### config.mk
export PLATFORM = sky130hd
export DESIGN_NAME = neuron_mac
export DESIGN_NICKNAME = d
export VERILOG_FILES = /design/src/rtl/neuron_mac_pkg.sv /design/src/rtl/neuron_mac_acc.sv /design/src/rtl/neuron_mac.sv
export SDC_FILE = /design/constraint.sdc
export NUM_CORES = 1
export LEC_CHECK = 0
export CAP_MARGIN = 0
export CELL_PAD_IN_SITES_DETAIL_PLACEMENT = 0
export CELL_PAD_IN_SITES_GLOBAL_PLACEMENT = 1
export CORE_UTILIZATION = 25
export DETAILED_ROUTE_END_ITERATION = 6
export DONT_BUFFER_PORTS = 1
export PLACE_DENSITY_LB_ADDON = 0.25
export SYNTH_ARGS = -nofsm -noshare
export SYNTH_HDL_FRONTEND = slang
export SYNTH_HIERARCHICAL = 1
export SYNTH_SLANG_ARGS = --single-unit
### constraint.sdc
create_clock -name clk -period 2.1 [get_ports clk]
set_input_delay 0.105 -clock clk [delete_from_list [all_inputs] [get_ports clk]]
set_output_delay 0.105 -clock clk [all_outputs]
set_load 0.1 [all_outputs]
### src/rtl/neuron_mac_pkg.sv
// Fixed-point types, limits and shared arithmetic helpers for the neuron MAC.
package neuron_mac_pkg;

    // frac_t: signed Q3.12; unit_t: unsigned Q0.8 in [0, 1)
    localparam int unsigned FRAC_W  = 16;
    localparam int unsigned FRAC_FB = 12;
    localparam int unsigned UNIT_W  = 8;
    localparam int unsigned PROD_W  = 2 * FRAC_W;

    typedef logic signed [FRAC_W-1:0] frac_t;
    typedef logic        [UNIT_W-1:0] unit_t;

    // Sum plus overflow indication from the saturating adder
    typedef struct packed {
        frac_t sum;
        logic  ovf;
    } frac_sum_t;

    typedef enum logic [1:0] {
        ACT_IDENT = 2'd0,
        ACT_RELU  = 2'd1,
        ACT_CLAMP = 2'd2
    } act_e;

    typedef enum logic [2:0] {
        ST_IDLE  = 3'd0,
        ST_ACC   = 3'd1,
        ST_DRAIN = 3'd2,
        ST_ACTV  = 3'd3,
        ST_OUT   = 3'd4
    } state_e;

    localparam frac_t FRAC_MAX = frac_t'(16'h7FFF);
    localparam frac_t FRAC_MIN = frac_t'(16'h8000);
    localparam unit_t UNIT_MAX = {UNIT_W{1'b1}};

    // Integer to fixed point (no range check; callers use small constants)
    function automatic frac_t frac_from_int(input int i);
        return frac_t'(i <<< FRAC_FB);
    endfunction

    localparam frac_t FRAC_ONE = frac_from_int(1);

    // Widen a unit fraction into frac_t by aligning binary points
    function automatic frac_t unit_to_frac(input unit_t x);
        return frac_t'({x, {(FRAC_FB - UNIT_W){1'b0}}});
    endfunction

    // Signed fixed-point multiply, truncating toward minus infinity
    function automatic frac_t frac_mul(input frac_t a, input frac_t b);
        logic signed [PROD_W-1:0] p;
        p = PROD_W'(a) * PROD_W'(b);
        return frac_t'(p >>> FRAC_FB);
    endfunction

    // Signed add clamped to the frac_t range, flagging overflow
    function automatic frac_sum_t frac_add_sat(input frac_t a, input frac_t b);
        logic signed [FRAC_W:0] s;
        frac_sum_t              r;
        s     = {a[FRAC_W-1], a} + {b[FRAC_W-1], b};
        r.ovf = s[FRAC_W] ^ s[FRAC_W-1];
        if (r.ovf) begin
            r.sum = s[FRAC_W] ? FRAC_MIN : FRAC_MAX;
        end else begin
            r.sum = s[FRAC_W-1:0];
        end
        return r;
    endfunction

    // Narrow frac_t to unit_t, clamping to [0, UNIT_MAX]
    function automatic unit_t unit_from_frac(input frac_t f);
        if (f[FRAC_W-1]) begin
            return '0;
        end else if (f >= FRAC_ONE) begin
            return UNIT_MAX;
        end else begin
            return f[FRAC_FB-1 -: UNIT_W];
        end
    endfunction

endpackage

### src/rtl/neuron_mac_acc.sv
// Saturating accumulator register with a sticky overflow flag.
module frac_sat_acc
    import neuron_mac_pkg::*;
(
    input  logic  clk,
    input  logic  rst_n,
    input  logic  i_load,
    input  frac_t i_load_val,
    input  logic  i_en,
    input  frac_t i_addend,
    output frac_t o_acc,
    output logic  o_sat
);

    frac_t     r_acc;
    logic      r_sat;
    frac_sum_t w_sum;

    assign w_sum = frac_add_sat(r_acc, i_addend);

    // Load wins over accumulate; the sticky flag clears only on load
    always_ff @(posedge clk or negedge rst_n) begin
        if (!rst_n) begin
            r_acc <= '0;
            r_sat <= 1'b0;
        end else if (i_load) begin
            r_acc <= i_load_val;
            r_sat <= 1'b0;
        end else if (i_en) begin
            r_acc <= w_sum.sum;
            if (w_sum.ovf) begin
                r_sat <= 1'b1;
            end
        end
    end

    assign o_acc = r_acc;
    assign o_sat = r_sat;

endmodule

### src/rtl/neuron_mac.sv
// Sequential single-neuron MAC: bias + sum(x*w), saturating, then activation.
module neuron_mac
    import neuron_mac_pkg::*;
#(
    parameter int unsigned N_INPUTS = 4,
    parameter int unsigned ACT      = 0
) (
    input  logic  clk,
    input  logic  rst_n,
    input  logic  start,
    input  frac_t bias,
    input  logic  in_valid,
    output logic  in_ready,
    input  unit_t in_x,
    input  frac_t in_w,
    output logic  out_valid,
    input  logic  out_ready,
    output frac_t out_y,
    output unit_t out_u,
    output logic  out_sat,
    output logic  busy
);

    localparam int unsigned       CNT_W   = $clog2(N_INPUTS + 1);
    localparam logic [CNT_W-1:0]  CNT_END = CNT_W'(N_INPUTS);
    localparam act_e              ACT_SEL = act_e'(2'(ACT));

    state_e           r_state;
    state_e           w_state_nxt;
    logic [CNT_W-1:0] r_cnt;
    logic [CNT_W-1:0] w_cnt_nxt;
    frac_t            r_prod;
    logic             r_p_valid;
    logic             r_in_ready;
    logic             r_out_valid;
    logic             r_busy;
    frac_t            r_out_y;
    unit_t            r_out_u;

    logic             w_fire;
    logic             w_load;
    logic             w_acc_en;
    logic             w_out_load;
    logic             w_in_ready_nxt;
    logic             w_out_valid_nxt;
    logic             w_busy_nxt;
    frac_t            w_acc;
    logic             w_sat;
    frac_t            w_act;

    assign w_fire = (r_state == ST_ACC) && r_in_ready && in_valid;

    // State register
    always_ff @(posedge clk or negedge rst_n) begin
        if (!rst_n) begin
            r_state <= ST_IDLE;
        end else begin
            r_state <= w_state_nxt;
        end
    end

    // Next-state, counter and registered-output decode
    always_comb begin
        w_state_nxt     = r_state;
        w_cnt_nxt       = r_cnt;
        w_load          = 1'b0;
        w_acc_en        = r_p_valid;
        w_out_load      = 1'b0;
        w_in_ready_nxt  = 1'b0;
        w_out_valid_nxt = 1'b0;
        w_busy_nxt      = 1'b0;
        case (r_state)
            ST_IDLE: begin
                if (start) begin
                    w_load      = 1'b1;
                    w_cnt_nxt   = '0;
                    w_state_nxt = ST_ACC;
                end
            end
            ST_ACC: begin
                if (w_fire) begin
                    w_cnt_nxt = r_cnt + CNT_W'(1);
                    if (w_cnt_nxt == CNT_END) begin
                        w_state_nxt = ST_DRAIN;
                    end
                end
            end
            ST_DRAIN: begin
                w_state_nxt = ST_ACTV;
            end
            ST_ACTV: begin
                w_out_load  = 1'b1;
                w_state_nxt = ST_OUT;
            end
            ST_OUT: begin
                if (out_ready) begin
                    w_state_nxt = ST_IDLE;
                end
            end
            default: begin
                w_state_nxt = ST_IDLE;
            end
        endcase
        w_in_ready_nxt  = (w_state_nxt == ST_ACC) && (w_cnt_nxt < CNT_END);
        w_out_valid_nxt = (w_state_nxt == ST_OUT);
        w_busy_nxt      = (w_state_nxt != ST_IDLE);
    end

    // Beat counter, product pipeline register and handshake flags
    always_ff @(posedge clk or negedge rst_n) begin
        if (!rst_n) begin
            r_cnt       <= '0;
            r_prod      <= '0;
            r_p_valid   <= 1'b0;
            r_in_ready  <= 1'b0;
            r_out_valid <= 1'b0;
            r_busy      <= 1'b0;
        end else begin
            r_cnt       <= w_cnt_nxt;
            r_p_valid   <= w_fire;
            r_in_ready  <= w_in_ready_nxt;
            r_out_valid <= w_out_valid_nxt;
            r_busy      <= w_busy_nxt;
            if (w_fire) begin
                r_prod <= frac_mul(unit_to_frac(in_x), in_w);
            end
        end
    end

    frac_sat_acc u_acc (
        .clk        (clk),
        .rst_n      (rst_n),
        .i_load     (w_load),
        .i_load_val (bias),
        .i_en       (w_acc_en),
        .i_addend   (r_prod),
        .o_acc      (w_acc),
        .o_sat      (w_sat)
    );

    // Activation applied to the final accumulator value
    always_comb begin
        w_act = w_acc;
        case (ACT_SEL)
            ACT_RELU: begin
                if (w_acc[FRAC_W-1]) begin
                    w_act = '0;
                end
            end
            ACT_CLAMP: begin
                if (w_acc[FRAC_W-1]) begin
                    w_act = '0;
                end else if (w_acc > FRAC_ONE) begin
                    w_act = FRAC_ONE;
                end
            end
            default: begin
                w_act = w_acc;
            end
        endcase
    end

    // Result registers, written once per run and held through backpressure
    always_ff @(posedge clk or negedge rst_n) begin
        if (!rst_n) begin
            r_out_y <= '0;
            r_out_u <= '0;
        end else if (w_out_load) begin
            r_out_y <= w_act;
            r_out_u <= unit_from_frac(w_act);
        end
    end

    assign in_ready  = r_in_ready;
    assign out_valid = r_out_valid;
    assign out_y     = r_out_y;
    assign out_u     = r_out_u;
    assign out_sat   = w_sat;
    assign busy      = r_busy;

endmodule

Yosys cells after proc, flatten, opt, wreduce, memory -nomap -nowiden
Cells that the tools add are included.
W data, S select, Z words.
Word-level totals
  logic and storage cells: 52
  input port bits: 45
  output and inout port bits: 28
  register bits after elaboration: 67
Cells by class
  multipliers: 1
  bitwise operators: 1
  $add $sub $neg: 2
  reductions and logical operators: 8
  equality and inequality tests: 7
  muxes and demuxes: 20
  order comparisons: 2
Operators by type and width (number)
  $mux W16: 4
  $mul A9 B16 Y24: 1
  $mux W3: 6
  $add A16 B16 Y17: 1
  $ge A16 B14 Y1 const B: 1
  $mux W8: 2
  $pmux W3 S5: 1
  $eq A3 B3 Y1 const B: 3
  $eq A3 B1 Y1 const B: 2
  $eq A3 B2 Y1 const B: 2
  $mux W1: 6
  $pmux W3 S2: 1
  $reduce_bool A2 Y1: 2
  $add A3 B1 Y3 const B: 1
  $logic_and A1 B1 Y1: 3
  $logic_not A3 Y1: 1
  $lt A3 B3 Y1 const B: 1
  $reduce_bool A3 Y1: 1
  $reduce_and A2 Y1: 1
  $xor A1 B1 Y1: 1

Logic depth before layout (Yosys ltp)
Gate-level depths: netlist of the first run.
  depth in word-level cells: 7
  depth in mapped cells: 19
  gate-level depth less buffers: 18

Cells and area by module
Netlist of the first run, hierarchy kept.
Modules (own cells, without submodules)
  neuron_mac: seq. area each 1251.2 sq um, cells each 680, area an instance 6296.0 sq um, times used 1
  frac_sat_acc: seq. area each 425.4 sq um, cells each 196, area an instance 1636.6 sq um, times used 1

Worst setup path after synthesis of the first run
OpenSTA, ideal clock, no wires.
  path kind: input to register
  start: input in_x[3]
  end: register r_prod[8]
  cell stages on the path: 17
  setup time: 0.133 ns
  arrival: 4.108 ns
  path buffers: 1
  required time: 1.967 ns
  path slack: -2.142 ns
  cells stage by stage: clkbuf_1 > nand2_1 > fa_1 > inv_1 > fa_1 > fa_1 > inv_1 > fa_1 > inv_1 > ha_1 > a21oi_1 > nand2_1 > a31oi_4 > o21ai_0 > a41oi_1 > xor2_1 > o21ai_0
On the way
  cells in the longest elaborated chain, start to end: 1
RTL lines
  start, declared: line neuron_mac.sv:14  | input unit_t in_x,
  $mul A9 B16 Y24: line neuron_mac_pkg.sv:52  | p = PROD_W'(a) * PROD_W'(b);
  end signal, assigned: line neuron_mac.sv:125  | r_prod <= frac_mul(unit_to_frac(in_x), in_w);
  end, declared: line neuron_mac.sv:32  | frac_t r_prod;
Every way passes these cells.
A chain may end at the register's enable or synchronous reset.

Worst setup path in the final report of the first run
  start: input in_w[5]
  end: register r_prod[15]
On the way
  cells in the longest elaborated chain, start to end: 1
RTL lines
  start, declared: line neuron_mac.sv:15  | input frac_t in_w,
  $mul A9 B16 Y24: line neuron_mac_pkg.sv:52
Every way passes these cells.

==> results of run 1 <==
==> worst paths after layout <==
kind / start / endpoint / slack, ns / depth (start not counted)
min in group asynchronous: rst_n / out_valid / 0.31 / 2
min reg2reg: out_u[0] / out_u[0] / 0.48 / 2
min: in_valid / r_p_valid / 0.02 / 2
max reg2reg: r_prod[0] / u_acc/o_acc[2] / -0.27 / 12
max: in_w[5] / r_prod[15] / -1.48 / 16
max in group asynchronous: rst_n / out_y[9] / 1.51 / 2
==> per-stage QoR <==
stage	util [%]	hold slack, ns	std cells
after detailed placement	31.7	-0.189	1399
after floorplan	-	-0.191	876
after global routing	35.0	0.0225	1440
after global placement	31.7	-0.189	1399
final	35.0	0.0195	1440
after CTS	34.0	0.0000448	1436
==> logic make-up after synthesis <==
group	share of synthesized area, %
AOI/OAI and AO/OA	12.9
and+or+nand+nor	15.9
buffers and inverters	8.75
DFF	21.1
adders and majority gates	34.9
xor gates and xnor gates	3.64
muxes	2.73
==> critical path, stage by stage <==
cell and delay (ns):
nand2_8 0.03, fa_1 0.52, inv_1 0.05, fa_1 0.47, inv_1 0.05, fa_1 0.47, inv_1 0.05, fa_1 0.43
ha_1 0.28, o21a_1 0.13, o211a_4 0.25, a31oi_4 0.30, o31ai_4 0.12, a311oi_2 0.29, xnor2_1 0.15, o21ai_1 0.07
==> area by class of cell <==
cell class | count | area, µm²
Fill cell | 3257 | 20100
Multi-Input combinational cell | 629 | 6270
Sequential cell | 67 | 1680
Timing Repair Buffer | 178 | 1440
Inverter | 154 | 581
Tap cell | 396 | 495
Clock buffer | 10 | 229
Clock inverter | 6 | 114
==> synth_stat cells, types with 14 or more instances <==
| cell | instances | area [µm²] |
|---|---|---|
| inv_1 | 153 | 574 |
| nand2_1 | 115 | 432 |
| fa_1 | 100 | 2000 |
| dfrtp_1 | 67 | 1680 |
| and2_1 | 61 | 382 |
| ha_1 | 61 | 763 |
| nor2_1 | 40 | 150 |
| o21ai_0 | 38 | 190 |
| a21oi_1 | 30 | 150 |
| clkbuf_1 | 21 | 78.8 |
| xnor2_1 | 19 | 166 |
| mux2_2 | 17 | 191 |
| a21o_1 | 15 | 113 |
| xor2_1 | 14 | 123 |
==> per-layer routing <==
metal	share of wire [%]	global-route usage, %	up-vias
met4	0.35	2.26	0
met3	3.9	2.20	6
li1	-	-	3139
met5	0	0	-
met1	51	17.7	2903
met2	45	20.4	103
==> registers in the layout (all words and copies together) (netlist names) <==
signal and flops:
out_y 16, r_prod 16, u_acc/o_acc 16, out_u 8, r_cnt 3, r_state 3
busy 1, in_ready 1, out_valid 1, r_p_valid 1, u_acc/o_sat 1
==> what timing repair did <==
item	CTS	global route
endpoints found under the hold margin	83	0
gates resized for setup	38	43
buffers inserted	3	5
endpoints found under the setup margin	33	33
hold buffers	18	0
pin swaps	55	35
==> reports/results.ini, run 1 <==
[timing]
rsz0062_at_grt = yes
slew_headroom_pct = 42.5
worst_pin_slew_ns = 0.863
max_freq_mhz = 280
setup_ws_ns = -1.48
min_period_over_period_pct = 170
fin_tns_setup_ns = -25.42
fin_skew_ns = 0.00645
setup_viol = 33
hold_violations = 0
slew_viol_final = 0
timing.final.crit_period_ns = 3.58

[global_routing]
grt_usage_pct = 12.6
grt_pass1_wl_mm = 33.7
first_global_vias = 6610
antenna_found_initial = 0
grt_start_max_net_pins = 68
overflow = 0

[detailed_routing]
ant_nets = 0
vias = 6151
drc = 0
drt_wl_total_mm = 19.3
avgViaCountPerCell = 4.27
drt_iter0_markers = 144
first_pass_iters = 6
avgRoutedWirePerCell_um = 13.4

[synth]
synth-async-reset-ratio_pct = 100
syn_nets = 1082
synthCells = 876
syn_area_um2 = 7930
syn_avg_cell_area_um2 = 9.06
yosysWarnings = 6
ys.flop_type = dfrtp_1
yosysUniqueCellTypes = 59
yosysSeqAreaShare_pct = 21.1
ys_seq_elements = 67
synth_edf_count = 0

[placement]
dp_slack_ns = -1.93
dp_hpwl_mm = 16.2
port_buffers = 0
place_area_um2 = 9790
routabilityCongestion = 0.747

[clocking]
tritoncts = built
clkLatencyLatePin_ns = 0.33
cts_buffers = 9
h-tree-depth = 3
cts.clk_slew.worst_paths_ns = 0.06
cts_buffer_depth = 2
cts.sink_count = 67
cts_root_buf = clkbuf_16

[setup_path]
crit_type = primary input to flip-flop
endpoint_kind = flip-flop
cp-start-kind = primary input
cp.arrival_ns = 3.79
path_max_fanout = 8
required_ns = 2.31

[die]
die-area_um2 = 32400
design.core.area_um2 = 30900
pin_count = 73
die_width_um = 180
start_util_pct = 25.7
rows = 64
die_h_um = 180

[cells_and_area]
final_cell_mix = 148 x buf_4, 142 x inv_1, 101 x nand2_1
area_growth_pct = 36.2
final_common_cell = buf_4
fin_area_um2 = 10800
antennaDiodeCount = 0
drive_above_1_share_pct = 29.6
final_nets = 1245

[run_status]
run_status = finished with violations
violations = negative setup slack

[min_path]
min_path_type = primary input to flip-flop

[job]
maxCapViolCount = 0

Power of run 1 is left out: the tool's default activity adds up to more than one toggle a clock period on the data nets, which glitch-free logic cannot reach.
==> inputs of run 2 (changes only) <==
--- a/config.mk
+++ b/config.mk
@@ -8,7 +8,7 @@
 export CAP_MARGIN = 0
 export CELL_PAD_IN_SITES_DETAIL_PLACEMENT = 0
 export CELL_PAD_IN_SITES_GLOBAL_PLACEMENT = 1
-export CORE_UTILIZATION = 25
+export CORE_UTILIZATION = 46
 export DETAILED_ROUTE_END_ITERATION = 6
 export DONT_BUFFER_PORTS = 1
 export PLACE_DENSITY_LB_ADDON = 0.25
==> reports/results.ini, run 2 (same netlist as run 1, synthesis figures left out) <==
[detailed_routing]
avgRoutedWirePerCell_um = 14.7  ; +9.3%
drc = 0  ; unchanged
first_pass_iters = 4  ; -2
ant_nets = 0  ; unchanged
avgViaCountPerCell = 5.09  ; +19%
vias = 6410  ; +4.2%
drt_wl_total_mm = 18.5  ; -4.5%
drt_iter0_markers = 198  ; +38%

[timing]
rsz0062_at_grt = yes
timing.final.crit_period_ns = 3.62  ; +0.0400 ns
setup_viol = 33  ; unchanged
fin_skew_ns = 0.00795  ; +0.00150 ns
setup_ws_ns = -1.52  ; -0.0400 ns
slew_viol_final = 0  ; unchanged
hold_violations = 0  ; unchanged
max_freq_mhz = 277  ; -1.1%
worst_pin_slew_ns = 0.868  ; +0.00462 ns
fin_tns_setup_ns = -25.27  ; +0.141 ns
min_period_over_period_pct = 172  ; +1.9 points
slew_headroom_pct = 42.2  ; -0.31 points

[clocking]
cts_buffers = 9  ; unchanged
tritoncts = built
h-tree-depth = 3  ; unchanged
clkLatencyLatePin_ns = 0.33  ; about the same
cts_buffer_depth = 2  ; unchanged
cts.clk_slew.worst_paths_ns = 0.06  ; about the same
cts_root_buf = clkbuf_16
cts.sink_count = 67  ; unchanged

[cells_and_area]
antennaDiodeCount = 0  ; unchanged
final_nets = 1240  ; -0.40%
fin_util_pct = 62.6  ; +28 points
fin_area_um2 = 10500  ; -3.2%
final_common_cell = inv_1
drive_above_1_share_pct = 29.0  ; -0.63 points
area_growth_pct = 31.9
final_cell_mix = 142 x inv_1, 138 x buf_4, 101 x nand2_1

[die]
start_util_pct = 47.5  ; +22 points
die_h_um = 133  ; -26%
design.core.area_um2 = 16700  ; -46%
die_width_um = 133  ; -26%
rows = 47  ; -27%
pin_count = 73  ; unchanged
die-area_um2 = 17800  ; -45%

[setup_path]
slowest_delay_ns = 0.53  ; about the same
crit_type = primary input to flip-flop
path_cells = nand2_8, fa_1, inv_1, fa_1, inv_2, fa_1, inv_2, fa_1, ha_1, o21a_1, o211a_4, a221o_2, a21oi_4, buf_4, xor2_1, o21ai_0
endpoint_kind = flip-flop
cp-start-kind = primary input
cp_top_family = adder cells
path_buf_inv = 4  ; +1
cp.arrival_ns = 3.81  ; +0.02 ns
crit_top_cell = fa_1
required_ns = 2.30  ; about the same
cp_slowest_cell = fa_1
path_max_fanout = 16  ; +8

[min_path]
min_path_type = primary input to flip-flop

[placement]
place_area_um2 = 9490  ; -3.1%
dp_hpwl_mm = 15.2  ; -6.2%
dp_slack_ns = -2.01  ; -0.0852 ns
routabilityCongestion = 0.933  ; +25%
port_buffers = 0  ; unchanged

[global_routing]
overflow = 0  ; unchanged
first_global_vias = 6885  ; +4.2%
grt_start_max_net_pins = 68  ; unchanged
antenna_found_initial = 0  ; unchanged
grt_pass1_wl_mm = 31.8  ; -5.6%
grt_usage_pct = 22.1  ; +9.5 points

[job]
maxCapViolCount = 0  ; unchanged

[run_status]
run_status = finished with violations
violations = negative setup slack

==> run 2: changes by cell type in the layout (fill, tap and decap cells not counted), moves of 3 or more <==
cell,delta
ha_4,-3
buf_4,-10
buf_6,+3
ha_1,+3
bufinv_16,-3
==> run 2: area by class of cell <==
class / count / area (µm²)
Timing Repair Buffer: 173 / 1430
Clock inverter: 6 / 42.5
Tap cell: 220 / 275
Fill cell: 1417 / 6240
Sequential cell: 67 / 1680
Multi-Input combinational cell: 629 / 6230
Inverter: 154 / 581
Clock buffer: 10 / 229
==> run 2: final timing paths <==
kind | to | slack (ns) | cells past startpoint | startpoint
worst min-delay path | r_p_valid | 0.02 | 2 | in_valid
worst max register to register | u_acc/o_acc[1] | -0.27 | 11 | r_prod[0]
worst max-delay path | r_prod[6] | -1.52 | 16 | in_x[2]
max in group asynchronous | u_acc/o_acc[10] | 1.50 | 2 | rst_n
worst min register to register | out_u[7] | 0.47 | 2 | out_u[7]
min in group asynchronous | out_valid | 0.32 | 2 | rst_n
==> run 2: timing repair <==
item	CTS	global route
hold endpoints to repair	84	0
resized for setup	65	18
pin swaps	60	29
cloned	0	0
endpoints found under the setup margin	33	33
buffers inserted	10	6
hold buffers	19	0
==> run 2: worst register-to-register path: cells and delay by family, from the launching register on <==
kind,cells,cell delay [ns]
AOI/OAI and AO/OA,3,0.63
muxes,1,0.21
DFF,1,0.41
buffers and inverters,2,0.17
adders and majority gates,2,0.52
and+or+nand+nor,3,0.35
==> run 2: metal layers <==
metal	up-vias	wire [µm]	global-route usage [%]
li1	3135	-	-
met1	3105	7790	25.9
met2	149	9640	41.6
met3	21	755	2.93
met4	0	266	6.76
met5	-	0	0
==> run 2: through the flow <==
step	instances	hold slack (ns)
after global placement	1210	-0.189
after detailed placement	1210	-0.189
final	1259	0.0166
after global routing	1259	0.0237
after CTS	1254	0.00219
after floorplan	876	-0.191
Power of run 2 is left out for the same reason.
